[src/rtl/times_table_sweeper.sv]
// times_table_sweeper: walks every 3-bit operand pair through times_table and streams each
// registered product downstream with a running row sum over a valid/ready handshake.
module times_table_sweeper #(
    parameter logic [2:0] LAST_A = 3'd7,
    parameter logic [2:0] LAST_B = 3'd7
) (
    input  logic       clk,
    input  logic       rst_n,
    input  logic       start,
    output logic [2:0] mul_a,
    output logic [2:0] mul_b,
    output logic       mul_en,
    input  logic [5:0] mul_result,
    output logic       out_valid,
    input  logic       out_ready,
    output logic [2:0] out_a,
    output logic [2:0] out_b,
    output logic [5:0] out_product,
    output logic [7:0] row_sum,
    output logic       row_end,
    output logic       busy,
    output logic       done
);
    localparam logic [2:0] IDLE    = 3'd0;
    localparam logic [2:0] ISSUE   = 3'd1;
    localparam logic [2:0] CAPTURE = 3'd2;
    localparam logic [2:0] PRESENT = 3'd3;
    localparam logic [2:0] DONE    = 3'd4;
    logic [2:0] state;
    logic [7:0] acc;
    logic [7:0] sum;
    logic       last_a;
    logic       last_b;
    assign sum    = acc + {2'b00, mul_result};
    assign last_a = mul_a == LAST_A;
    assign last_b = mul_b == LAST_B;
    always_ff @(posedge clk or negedge rst_n) begin
        if (!rst_n) begin
            state       <= IDLE;
            acc         <= '0;
            mul_a       <= '0;
            mul_b       <= '0;
            mul_en      <= 1'b0;
            out_valid   <= 1'b0;
            out_a       <= '0;
            out_b       <= '0;
            out_product <= '0;
            row_sum     <= '0;
            row_end     <= 1'b0;
            busy        <= 1'b0;
            done        <= 1'b0;
        end else begin
            case (state)
                IDLE: begin
                    done <= 1'b0;
                    busy <= start;
                    if (start) begin
                        mul_a  <= '0;
                        mul_b  <= '0;
                        mul_en <= 1'b1;
                        acc    <= '0;
                        state  <= ISSUE;
                    end
                end
                ISSUE: begin
                    mul_en <= 1'b0;
                    state  <= CAPTURE;
                end
                CAPTURE: begin
                    out_a       <= mul_a;
                    out_b       <= mul_b;
                    out_product <= mul_result;
                    row_sum     <= sum;
                    acc         <= sum;
                    row_end     <= last_a;
                    out_valid   <= 1'b1;
                    state       <= PRESENT;
                end
                PRESENT: begin
                    if (out_ready) begin
                        out_valid <= 1'b0;
                        if (last_a && last_b) begin
                            state <= DONE;
                        end else begin
                            if (last_a) begin
                                mul_a <= '0;
                                mul_b <= mul_b + 3'd1;
                                acc   <= '0;
                            end else begin
                                mul_a <= mul_a + 3'd1;
                            end
                            mul_en <= 1'b1;
                            state  <= ISSUE;
                        end
                    end
                end
                DONE: begin
                    done  <= 1'b1;
                    state <= IDLE;
                end
                default: state <= IDLE;
            endcase
        end
    end
endmodule
[config.mk]
export PLATFORM = sky130hd
export DESIGN_NAME = times_table_sweeper
export DESIGN_NICKNAME = d
export VERILOG_FILES = /design/src/rtl/times_table_sweeper.sv
export SDC_FILE = /design/constraint.sdc
export NUM_CORES = 1
export LEC_CHECK = 0
export ABC_AREA = 1
export BUFFER_PORTS_ARGS = -buffer_cell sky130_fd_sc_hd__buf_2
export CAP_MARGIN = 20
export CORE_ASPECT_RATIO = 0.75
export CORE_MARGIN = 2
export CORE_UTILIZATION = 49
export CTS_BUF_LIST = sky130_fd_sc_hd__clkbuf_16
export DETAILED_ROUTE_END_ITERATION = 7
export GPL_TIMING_DRIVEN = 0
export HOLD_SLACK_MARGIN = 0.08
export PLACE_DENSITY = 0.79
export SYNTH_ARGS = -nofsm -noshare
export SYNTH_HDL_FRONTEND = slang
export SYNTH_SLANG_ARGS = --single-unit
[constraint.sdc]
create_clock -name clk -period 1.5 [get_ports clk]
set_clock_uncertainty 0.1 [all_clocks]
set_input_delay 0.375 -clock clk [delete_from_list [all_inputs] [get_ports clk]]
set_output_delay 0.375 -clock clk [all_outputs]
set_load 0.005 [all_outputs]
==> results.toml, run 1 <==
[clock_tree]
htreeDepth = 2
path_clk_slew_ns = 0.06
tritoncts = "done"
cts.sinks = 42
worst_skew_pair.late_latency_ns = 0.28
ctsHoldBuffers = 0
cts-buffers-inserted = 5
clock-root-buffer = "clkbuf_16"
clk_path_buf_depth = 2

[routing]
antenna_left = 0
route.detailed.drc = 0
first_pass_iters = 4
viasPerCell = 4.967
drt_iter0_drc = 146
wirelength_um = 5026
via_count = 1783
wire_per_inst_um = 14.00

[final_layout]
mostFrequentLayoutCell = "nand2_1"
fin_util_pct = 68.79
drive_above_1_share_pct = 37.17
fin_cells = 359
diodes = 0
nets = 324
most-common-layout-cells = "98 x nand2_1, 43 x buf_2, 42 x dfrtp_1, 15 x inv_1, 13 x buf_4"
final_area_um2 = 2771
synthToLayoutAreaGrowth_pct = 34.81

[sta]
fin_setup_tns_ns = -1.083
rsz0062_at_grt = "yes"
whs_ns = 0.1358
worst_slew_pin_slew_ns = 0.9364
finalSetupViolCount = 16
layout_min_cycle_time_ns = 1.639
post-route-period-util_pct = 109.3
max_freq_ghz = 0.6100
slew_violations = 0
slew_headroom_pct = 37.57
setup_slack_ns = -0.1393
hold_violations = 0

[placement]
placed_area_um2 = 2376
dp.cells = 336
gp_congestion = 0.8330
preCtsSetupSlack_ns = -0.2772
io_buffers = 40
dp_hpwl_um = 3096

[run_status]
violations = "negative setup slack"
status = "finished, violations left"

[grt]
grt_pass1_vias = 1660
grt_util_all_layers_pct = 21.98
grt-busiest-layer = "met2"
grt_pass1_wl_um = 7769
grt_use_met3_pct = 4.834
grtUsageMet2_pct = 33.94
grt_overflow = 0
grt_max_degree = 43
use_met1_pct = 30.50
antenna_found_initial = 0

[synthesis]
yosysUniqueCellTypes = 26
syn_area_um2 = 2056
ys_ff_latch = 42
synth_nets = 262
netlist_instances = 241
postSynthAreaPerCell_um2 = 8.530
seq_area_frac_synth_pct = 51.13
synth_warnings = 0

[power]
cellLeakagePower_nw = 1.549
power.total_mw = 5.756
p_per_area_nw_per_um2 = 2077
irDropWorstVdd_uv = 868.3

[floorplanning]
die_h_um = 60.10
ioPinCount = 41
coreArea_um2 = 4029
fp.dieW_um = 78.79
initial_utilization_pct = 51.02
placement_rows = 20
dieArea_um2 = 4735

[setup_path]
timing_worst_setup_path_type = "flop to flop"
critPathLaunchType = "flop"
required_ns = 1.57
r2r.worst_path.cells = 11
path_max_fanout = 2
end_kind = "flop"
crit_arrival_ns = 1.71

[run]
drv_cap = 0

[hold_path]
hold_class = "primary input to asynchronous set/reset pin"
-- critical path: stages (launching register included) --
cell,delay [ns]
dfrtp_1,0.38
ha_4,0.15
inv_2,0.04
fa_2,0.32
inv_2,0.06
nand2_2,0.06
nand2_2,0.06
nand3b_1,0.10
nand2_1,0.08
nand2_1,0.06
nand3_2,0.07
nand2_1,0.05
-- power by group --
group / leakage, nW / switching (mW) / total (mW) / internal (mW)
Combinational: 0.941 / 1.67 / 2.87 / 1.20
Sequential: 0.542 / 0.295 / 1.88 / 1.58
Clock: 0.0663 / 0.408 / 1.01 / 0.599
Total: 1.55 / 2.38 / 5.76 / 3.38
-- cell type report --
cell class                 instances  area (um2)
buffer                             3       15.01
clock inverter                     3       11.26
clock buffer                       5       125.1
inverter                          25       101.3
tap                               55       68.82
fill                             302        1257
timing repair buffer              55       320.3
sequential                        42        1051
multi-input combinational        171        1079
-- cell families (layout without fill, tap and decap cells) --
group	Yosys count	count (layout)	synth area share, %
AND/OR/NAND/NOR	142	142	31.10
flip-flops	42	42	51.13
buffers and inverters	28	91	5.660
AO/OA/AOI/OAI	16	16	4.199
adder cells (fa/ha/maj)	11	11	7.060
XOR/XNOR	2	2	0.8523
-- synthesized netlist by cell type, drive strengths merged --
cell type / n / share of area [%]
inv: 25 / 4.9
fa: 1 / 0.97
ha: 10 / 6.1
nand3b: 5 / 1.8
nand2: 112 / 22
a21oi: 5 / 1.2
dfrtp: 42 / 51
nor2: 8 / 2.6
nor3: 1 / 0.24
xor2: 1 / 0.43
buf: 3 / 0.73
o21a: 1 / 0.37
nand3: 12 / 3.7
xnor2: 1 / 0.43
o21ai: 10 / 2.6
or2: 4 / 1.2
-- layer usage --
metal / share of wire (%) / wire [um]
met1: 46 / 2337
met4: 1.7 / 86
met5: 0 / 0
met3: 5.5 / 276
met2: 46 / 2325
-- repair_timing --
action                     CTS  global route
setup endpoints to repair   21            29
pin swaps                    8            11
gates resized for setup     12            13
gates cloned                 0             0
setup buffers                7             8
-- path summary, 6_finish.rpt --
check / startpoint / end / slack [ns]
hold reg to reg: out_a[2]$_DFFE_PN0N_ / out_a[2]$_DFFE_PN0N_ / 0.36
setup / recovery: acc[0]$_DFFE_PN0P_ / acc[6]$_DFFE_PN0P_ / -0.14
setup reg to reg: acc[0]$_DFFE_PN0P_ / acc[6]$_DFFE_PN0P_ / -0.14
min in group clk: mul_result[5] / out_product[5]$_DFFE_PN0N_ / 0.25
max in group asynchronous: rst_n / acc[6]$_DFFE_PN0P_ / 0.59
hold / removal: rst_n / out_b[0]$_DFFE_PN0N_ / 0.14
-- sequential cells by signal, summed over array words and instances, names as in the netlist --
signal / count
out_valid: 1
out_a: 3
out_product: 6
row_sum: 8
mul_b: 3
busy: 1
out_b: 3
mul_en: 1
mul_a: 3
acc: 8
row_end: 1
done: 1
state: 3
Power figures use the tool's default switching activity.
==> run 2, diff against run 1 <==
PLACE_DENSITY = 0.75   (was 0.79)
==> run 2 against run 1 <==
Against the previous run:
- the run still ends with negative setup slack left
- critical endpoint is now row_sum[4]$_DFFE_PN0N_
- utilization increased by 1.1 points
- setup slack got worse by 0.046 ns
- via count decreased by 1.9%
- global-route usage increased by 0.078 points
- clock power about the same
- clock-buffer cell count unchanged
- largest power group unchanged
- register-to-register slack got worse by 0.05 ns
- die area unchanged
- first-iteration DRC count decreased by 23%
- highest routed layer unchanged
==> results.toml, run 2 (synthesized netlist as in run 1, its figures left out) <==
[final_layout]
most-common-layout-cells = "93 x nand2_1, 42 x dfrtp_1, 41 x buf_2, 15 x inv_1, 15 x buf_4"
final_area_um2 = 2818
mostFrequentLayoutCell = "nand2_1"
fin_util_pct = 69.94
drive_above_1_share_pct = 40.07
nets = 327
diodes = 0
largestRegisters = "acc: 8 flops, row_sum: 8 flops, out_product: 6 flops"
synthToLayoutAreaGrowth_pct = 37.07
fin_cells = 362

[clock_tree]
cts.sinks = 42
cts-buffers-inserted = 5
clk_path_buf_depth = 2
tritoncts = "done"
ctsHoldBuffers = 0
worst_skew_pair.late_latency_ns = 0.28
htreeDepth = 2
path_clk_slew_ns = 0.06
clock-root-buffer = "clkbuf_16"

[hold_path]
hold_class = "primary input to asynchronous set/reset pin"

[sta]
whs_ns = 0.1266
hold_violations = 0
finalSetupViolCount = 14
layout_min_cycle_time_ns = 1.685
setup_slack_ns = -0.1852
slew_violations = 0
max_freq_ghz = 0.5934
post-route-period-util_pct = 112.3
rsz0062_at_grt = "yes"
fin_setup_tns_ns = -1.351
worst_slew_pin_slew_ns = 0.9163
slew_headroom_pct = 38.91

[routing]
viasPerCell = 4.834
wirelength_um = 4749
drt_iter0_drc = 113
via_count = 1750
first_pass_iters = 4
antenna_left = 0
wire_per_inst_um = 13.12
route.detailed.drc = 0

[setup_path]
critPathMaxStageDelay_ns = 0.38
crit_path_cell_trace = "ha_4, inv_2, fa_2, inv_2, nand2_2, nand2_2, buf_4, nand2_2, xnor2_1, nand2_1, nand2_1"
cp_num_buf_inv = 3
critical-path-top-delay-family = "adder cells"
end_kind = "flop"
critPathLaunchType = "flop"
path_common_cell = "nand2_2"
reg2reg_slack_ns = -0.19
r2r_end = "row_sum[4]$_DFFE_PN0N_"
cp_slowest_cell = "dfrtp_1"
crit_arrival_ns = 1.75
rr_startpoint = "acc[0]$_DFFE_PN0P_"
path_max_fanout = 2
timing_worst_setup_path_type = "flop to flop"
setup.worst_path.start = "acc[0]$_DFFE_PN0P_"
required_ns = 1.57
r2r.worst_path.cells = 11
path_depth = 11

[floorplanning]
die_h_um = 60.10
placement_rows = 20
initial_utilization_pct = 51.02
dieArea_um2 = 4735
ioPinCount = 41
coreArea_um2 = 4029
fp.dieW_um = 78.79

[grt]
grt_max_degree = 43
grt_overflow = 0
antenna_found_initial = 0
grt_pass1_vias = 1714
grt_util_all_layers_pct = 22.06
grt_pass1_wl_um = 7907

[run_status]
violations = "negative setup slack"
status = "finished, violations left"

[placement]
dp.cells = 336
placed_area_um2 = 2376
dp_hpwl_um = 3051
io_buffers = 40
gp_congestion = 0.8331

[power]
cellLeakagePower_nw = 1.577
p_per_area_nw_per_um2 = 2079
irDropWorstVdd_uv = 1021

[run]
drv_cap = 0
-- run 2: stage by stage --
step | setup WS [ns] | power [mW]
2_1_floorplan | -0.02864 | 3.470
3_3_place_gp | -0.2620 | 4.147
3_5_place_dp | -0.2775 | 4.230
4_1_cts | -0.1496 | 5.428
5_1_grt | -0.2790 | 6.343
6_report | -0.1852 | 5.859
-- run 2: report_power, final --
group          leakage [nW]  internal [mW]  switching (mW)
Sequential            0.542           1.58           0.279
Clock                0.0724          0.601           0.412
Combinational         0.963           1.29            1.70
-- run 2: cell type report --
| class | instances | area, um2 |
|---|---|---|
| fill | 316 | 1211 |
| multi-input combinational | 171 | 1085 |
| sequential | 42 | 1051 |
| timing repair buffer | 58 | 359.1 |
| clock buffer | 5 | 125.1 |
| inverter | 25 | 101.3 |
| tap | 55 | 68.82 |
| buffer | 3 | 15.01 |
| clock inverter | 3 | 12.51 |
-- run 2: how the worst max path moves through the flow --
stage,end,slack [ns]
2_1_floorplan,acc[6]$_DFFE_PN0P_,-0.03
3_3_place_gp,row_sum[6]$_DFFE_PN0N_,-0.26
3_5_place_dp,acc[6]$_DFFE_PN0P_,-0.28
4_1_cts,acc[6]$_DFFE_PN0P_,-0.15
5_1_grt,acc[6]$_DFFE_PN0P_,-0.28
6_report,row_sum[4]$_DFFE_PN0N_,-0.19
-- run 2: what timing repair did --
item                                    4_1_cts  5_1_grt
pin swaps                                     7       10
hold endpoints to repair                      0        0
endpoints found under the setup margin       21       28
gates resized for setup                       9       24
buffers inserted                              7       11
-- run 2: layer usage --
layer,share of wire (%),GRT usage [%],vias up
met4,0.82,6.767,0
met1,49,30.51,826
li1,-,-,881
met2,46,35.65,39
met3,3.5,4.381,4
met5,0,0,-
